File: config.mk
export PLATFORM = sky130hd
export DESIGN_NAME = uart_rx
export DESIGN_NICKNAME = d
export VERILOG_FILES = /design/src/rtl/uart_rx.sv
export SDC_FILE = /design/constraint.sdc
export NUM_CORES = 1
export LEC_CHECK = 0
export CORE_UTILIZATION = 55
export DETAILED_ROUTE_END_ITERATION = 8
export PLACE_DENSITY_LB_ADDON = 0.1
export SYNTH_ARGS = -nofsm -noshare
export SYNTH_HDL_FRONTEND = slang
export SYNTH_SLANG_ARGS = --single-unit
File: constraint.sdc
create_clock -name clk_main -period 2.3 [get_ports clk_main]
set_clock_uncertainty 0.15 [all_clocks]
set_input_delay 0.46 -clock clk_main [delete_from_list [all_inputs] [get_ports clk_main]]
set_output_delay 0.46 -clock clk_main [all_outputs]
set_load 0.01 [all_outputs]
File: src/rtl/uart_rx.sv
// 8N1 UART receiver with 16x oversampling, a single-entry holding register
// and one-cycle framing/overrun error pulses.
module uart_rx #(
    parameter int OVS_DIV     = 27,
    parameter int SYNC_STAGES = 2
) (
    input  logic       clk_main,
    input  logic       reset,
    input  logic       rx_line,
    input  logic       rx_ready,
    output logic [7:0] rx_data,
    output logic       rx_valid,
    output logic       framing_err,
    output logic       overrun_err,
    output logic       rx_busy
);

    localparam int TW = (OVS_DIV > 1) ? $clog2(OVS_DIV) : 1;
    localparam logic [TW-1:0] TICK_MAX = TW'(OVS_DIV - 1);

    typedef enum logic [2:0] {
        IDLE,
        START,
        DATA,
        STOP,
        WAIT_HIGH
    } state_t;

    state_t state_q;
    state_t state_d;

    logic [SYNC_STAGES-1:0] sync_q;
    logic                   rx_s;
    logic [TW-1:0]          tick_cnt;
    logic                   tick;
    logic [3:0]             smp_cnt;
    logic [2:0]             bit_cnt;
    logic [7:0]             shift_q;
    logic                   shift_en;
    logic                   frame_ok;
    logic                   frame_bad;

    assign rx_s    = sync_q[SYNC_STAGES-1];
    assign tick    = (state_q != IDLE) && (tick_cnt == TICK_MAX);
    assign rx_busy = (state_q != IDLE);

    // Preset to 1 so reset never looks like a start bit on an idle line.
    always_ff @(posedge clk_main) begin
        if (reset) begin
            sync_q <= '1;
        end else begin
            sync_q <= {sync_q[SYNC_STAGES-2:0], rx_line};
        end
    end

    always_ff @(posedge clk_main) begin
        if (reset) begin
            state_q <= IDLE;
        end else begin
            state_q <= state_d;
        end
    end

    always_comb begin
        state_d   = state_q;
        shift_en  = 1'b0;
        frame_ok  = 1'b0;
        frame_bad = 1'b0;
        unique case (state_q)
            IDLE: begin
                if (!rx_s) state_d = START;
            end
            START: begin
                // Mid start bit: a high line here was only a glitch.
                if (tick && smp_cnt == 4'd7) begin
                    state_d = rx_s ? IDLE : DATA;
                end
            end
            DATA: begin
                if (tick && smp_cnt == 4'd15) begin
                    shift_en = 1'b1;
                    if (bit_cnt == 3'd7) state_d = STOP;
                end
            end
            STOP: begin
                if (tick && smp_cnt == 4'd15) begin
                    if (rx_s) begin
                        frame_ok = 1'b1;
                        state_d  = IDLE;
                    end else begin
                        frame_bad = 1'b1;
                        state_d   = WAIT_HIGH;
                    end
                end
            end
            WAIT_HIGH: begin
                if (rx_s) state_d = IDLE;
            end
            default: begin
                state_d = IDLE;
            end
        endcase
    end

    always_ff @(posedge clk_main) begin
        if (reset) begin
            tick_cnt <= '0;
            smp_cnt  <= '0;
            bit_cnt  <= '0;
            shift_q  <= '0;
        end else begin
            if (state_q == IDLE || tick) begin
                tick_cnt <= '0;
            end else begin
                tick_cnt <= tick_cnt + 1'b1;
            end
            if (state_d != state_q) begin
                smp_cnt <= '0;
            end else if (tick) begin
                smp_cnt <= smp_cnt + 4'd1;
            end
            if (state_q != DATA) begin
                bit_cnt <= '0;
            end else if (shift_en) begin
                bit_cnt <= bit_cnt + 3'd1;
            end
            if (shift_en) begin
                shift_q <= {rx_s, shift_q[7:1]};
            end
        end
    end

    // A completed byte is dropped, not queued, when the holder is still full.
    always_ff @(posedge clk_main) begin
        if (reset) begin
            rx_data     <= 8'h00;
            rx_valid    <= 1'b0;
            framing_err <= 1'b0;
            overrun_err <= 1'b0;
        end else begin
            framing_err <= frame_bad;
            overrun_err <= frame_ok && rx_valid && !rx_ready;
            if (frame_ok && (!rx_valid || rx_ready)) begin
                rx_data  <= shift_q;
                rx_valid <= 1'b1;
            end else if (rx_valid && rx_ready) begin
                rx_valid <= 1'b0;
            end
        end
    end

endmodule

==> results.sh <==
export IMPL_status="complete, no violations"
export IMPL_drive_above_1_share=0.118
export IMPL_crit_type="register to output port"
export IMPL_r2r_start="tick_cnt[0]"
export IMPL_period_share=0.961
export IMPL_finalSetupViolations=0
export IMPL_grt_pass1_wl_um=5090
export IMPL_detail_route_antenna_nets=0
export IMPL_yosysTopAreaCell="dfxtp_1"
export IMPL_num_vias=1235
export IMPL_syn_area_per_cell_um2=9.27
export IMPL_die_h_um=55.7
export IMPL_nNetsFinal=195
export IMPL_yosys_most_used_dff="dfxtp_1"
export IMPL_numCtsBuffers=5
export IMPL_synth_edf_count=0
export IMPL_slew_headroom=0.693
export IMPL_powerDensity_mw_per_mm2=542
export IMPL_clk_pin_slew_ns=0.11
export IMPL_crit_required_ns=1.69
export IMPL_final_util=0.669
export IMPL_r2r_cells=6
export IMPL_critical_path_max_fanout=9
export IMPL_synth_cell_types=38
export IMPL_worstPathArrival_ns=1.60
export IMPL_cts_sinks=36
export IMPL_postCtsHoldBufs=0
export IMPL_holdPathStages=1
export IMPL_drt_wl_total_um=2860
export IMPL_synth_commonest_cells="dfxtp_1, nor2_1, a21oi_1, mux2i_1, o21ai_0"
export IMPL_maxCapViolations=0
export IMPL_tns_ns=0
export IMPL_rows=19
export IMPL_crit_start="state_q[2]"
export IMPL_clk_insertion_delay_late_ns=0.34
export IMPL_grt_usage=0.213
export IMPL_crit_chain="nor3_2 > inv_1 > clkdlybuf4s50_1"
export IMPL_final_hold_violation_count=0
export IMPL_regArea_um2=723
export IMPL_synth_nets=180
export IMPL_final_cells=218
export IMPL_p_leak_nw=0.655
export IMPL_n_antenna_cell=0
export IMPL_htree_levels=2
export IMPL_syn_area_mm2=0.00159
export IMPL_period_minus_slack_ns=2.21
export IMPL_via_per_inst=5.67
export IMPL_crit_path_start_kind="register"
export IMPL_grt_max_degree=22
export IMPL_rsz0062_at_grt="false"
export IMPL_hp_class="register to register"
export IMPL_yosysWarnings=0
export IMPL_clk_path_buf_depth=2
export IMPL_yosys_area_top_type_share=0.455
export IMPL_cpPeakStageDelay_ns=0.53
export IMPL_critical_path_top_delay_family="buffers and inverters"
export IMPL_synth_async_reset_ratio=0
export IMPL_drc_errors=0
export IMPL_critPathCaptureType="output port"
export IMPL_antenna_found_initial=0
export IMPL_finalWorstSetupSlack_ns=0.0908
export IMPL_synth_most_common_cell="dfxtp_1"
export IMPL_grt_overflow=0
export IMPL_slew_viol_final=0
export IMPL_drt_iter0_drc=21
export IMPL_cts_tree="built"
export IMPL_fill_cells=242
export IMPL_r2r_end="rx_data[1]"
export IMPL_start_util=0.580
export IMPL_synthTopCellsByArea="dfxtp_1, mux2i_1, nor2_1"
export IMPL_place_hpwl_um=2100
export IMPL_ir_worst_vdd_mv=0.522
export IMPL_drtPass1Iterations=4
export IMPL_die_area_mm2=0.00310
export IMPL_globalplace_congestion=0.754
export IMPL_fmax_ghz=0.453
export IMPL_syn_to_final_growth_pct=15.4
export IMPL_fin_hold_ws_ns=0.279
export IMPL_place_inst=210
export IMPL_seq_area_frac_synth=0.455
export IMPL_cp_slowest_cell="dfxtp_1"
export IMPL_core_area_mm2=0.00273
export IMPL_ioPinCount=16
export IMPL_path_buf_inv=2
export IMPL_rrSetupSlack_ns=0.25
export IMPL_synth_seq_cells=36
export IMPL_place_port_buffers=15
export IMPL_syn_inst=171
export IMPL_first_global_vias=1155
export IMPL_place_ws_ns=0.256
export IMPL_hold_path_startpoint="sync_q[0]"
export IMPL_wl_per_cell_um=13.1
export IMPL_cts_root_buf="clkbuf_4"
export IMPL_hold_path_endpoint="sync_q[1]"
export IMPL_fp_dieW_um=55.7
export IMPL_multi_input_area_um2=801
export IMPL_worst_slew_pin_slew_ns=0.459
-- how the worst max path moves through the flow --
stage                       to  slack (ns)  cells after the start
global placement    rx_data[7]        0.33                      6
global route           rx_busy        0.02                      3
CTS                    rx_busy        0.02                      3
floorplan           rx_data[0]        0.41                      7
finish                 rx_busy        0.09                      3
detailed placement  rx_data[1]        0.26                      6
-- layout by cell type (no fill, tap or decap), types with 2 or more instances in the layout --
cell type	n
xor2_1	2
inv_1	4
dfxtp_2	2
ha_1	5
xnor2_1	6
dfxtp_1	34
clkinv_2	2
nand3_1	7
nor4_1	3
mux2i_1	11
or2_2	2
clkdlybuf4s50_1	15
nand2_1	4
clkbuf_4	5
nor2_1	21
and3_1	2
o21ai_0	10
nor3_1	4
a21oi_1	11
nand4_1	9
buf_4	6
and2_1	2
-- power breakdown --
group | leakage (nW) | internal, mW | switching [mW]
Combinational | 0.329 | 0.0155 | 0.0202
Clock | 0.0349 | 0.117 | 0.209
Sequential | 0.291 | 0.626 | 0.00448
Total | 0.655 | 0.759 | 0.233
-- per-layer routing --
metal  part of all wire  track usage  up-vias
li1                   -            -      637
met1               0.47        0.264      565
met2               0.47        0.336       25
met3              0.039       0.0488        8
met4              0.027        0.129        0
met5                  0            0        -
-- stage by stage --
| stage | power [mW] | area (µm²) |
|---|---|---|
| after global routing | 1.03 | 1830 |
| final | 0.992 | 1830 |
| after CTS | 1.00 | 1820 |
| after global placement | 0.679 | 1770 |
| after detailed placement | 0.680 | 1770 |
| after floorplan | 0.666 | 1590 |
-- flip-flops by register name, summed over array words and instances (netlist names) --
signal,flops
bit_cnt,3
framing_err,1
overrun_err,1
rx_data,8
rx_valid,1
shift_q,8
smp_cnt,4
state_q,3
sync_q,2
tick_cnt,5
-- cell families (layout without fill, tap and decap cells) --
group / count (synthesis) / in the layout / synth area share
and+or+nand+nor: 67 / 67 / 0.250
muxes: 11 / 11 / 0.0695
AOI/OAI and AO/OA: 27 / 27 / 0.0987
buffers and inverters: 17 / 33 / 0.0434
DFF: 36 / 36 / 0.455
xor gates and xnor gates: 8 / 8 / 0.0442
adders and majority gates: 5 / 5 / 0.0395
-- timing repair --
| action | 4_1_cts | 5_1_grt |
|---|---|---|
| setup endpoints to repair | 1 | 1 |
| gates resized for setup | 1 | 2 |
| buffers inserted | 0 | 0 |
-- layout make-up --
| type | instances | area share |
|---|---|---|
| Clock buffer | 5 | 0.0205 |
| Clock inverter | 3 | 0.0103 |
| Inverter | 4 | 0.00821 |
| Multi-Input combinational cell | 118 | 0.438 |
| Sequential cell | 36 | 0.395 |
| Tap cell | 31 | 0.0212 |
| Timing Repair Buffer | 21 | 0.107 |
(Power assumes the default switching activity.)
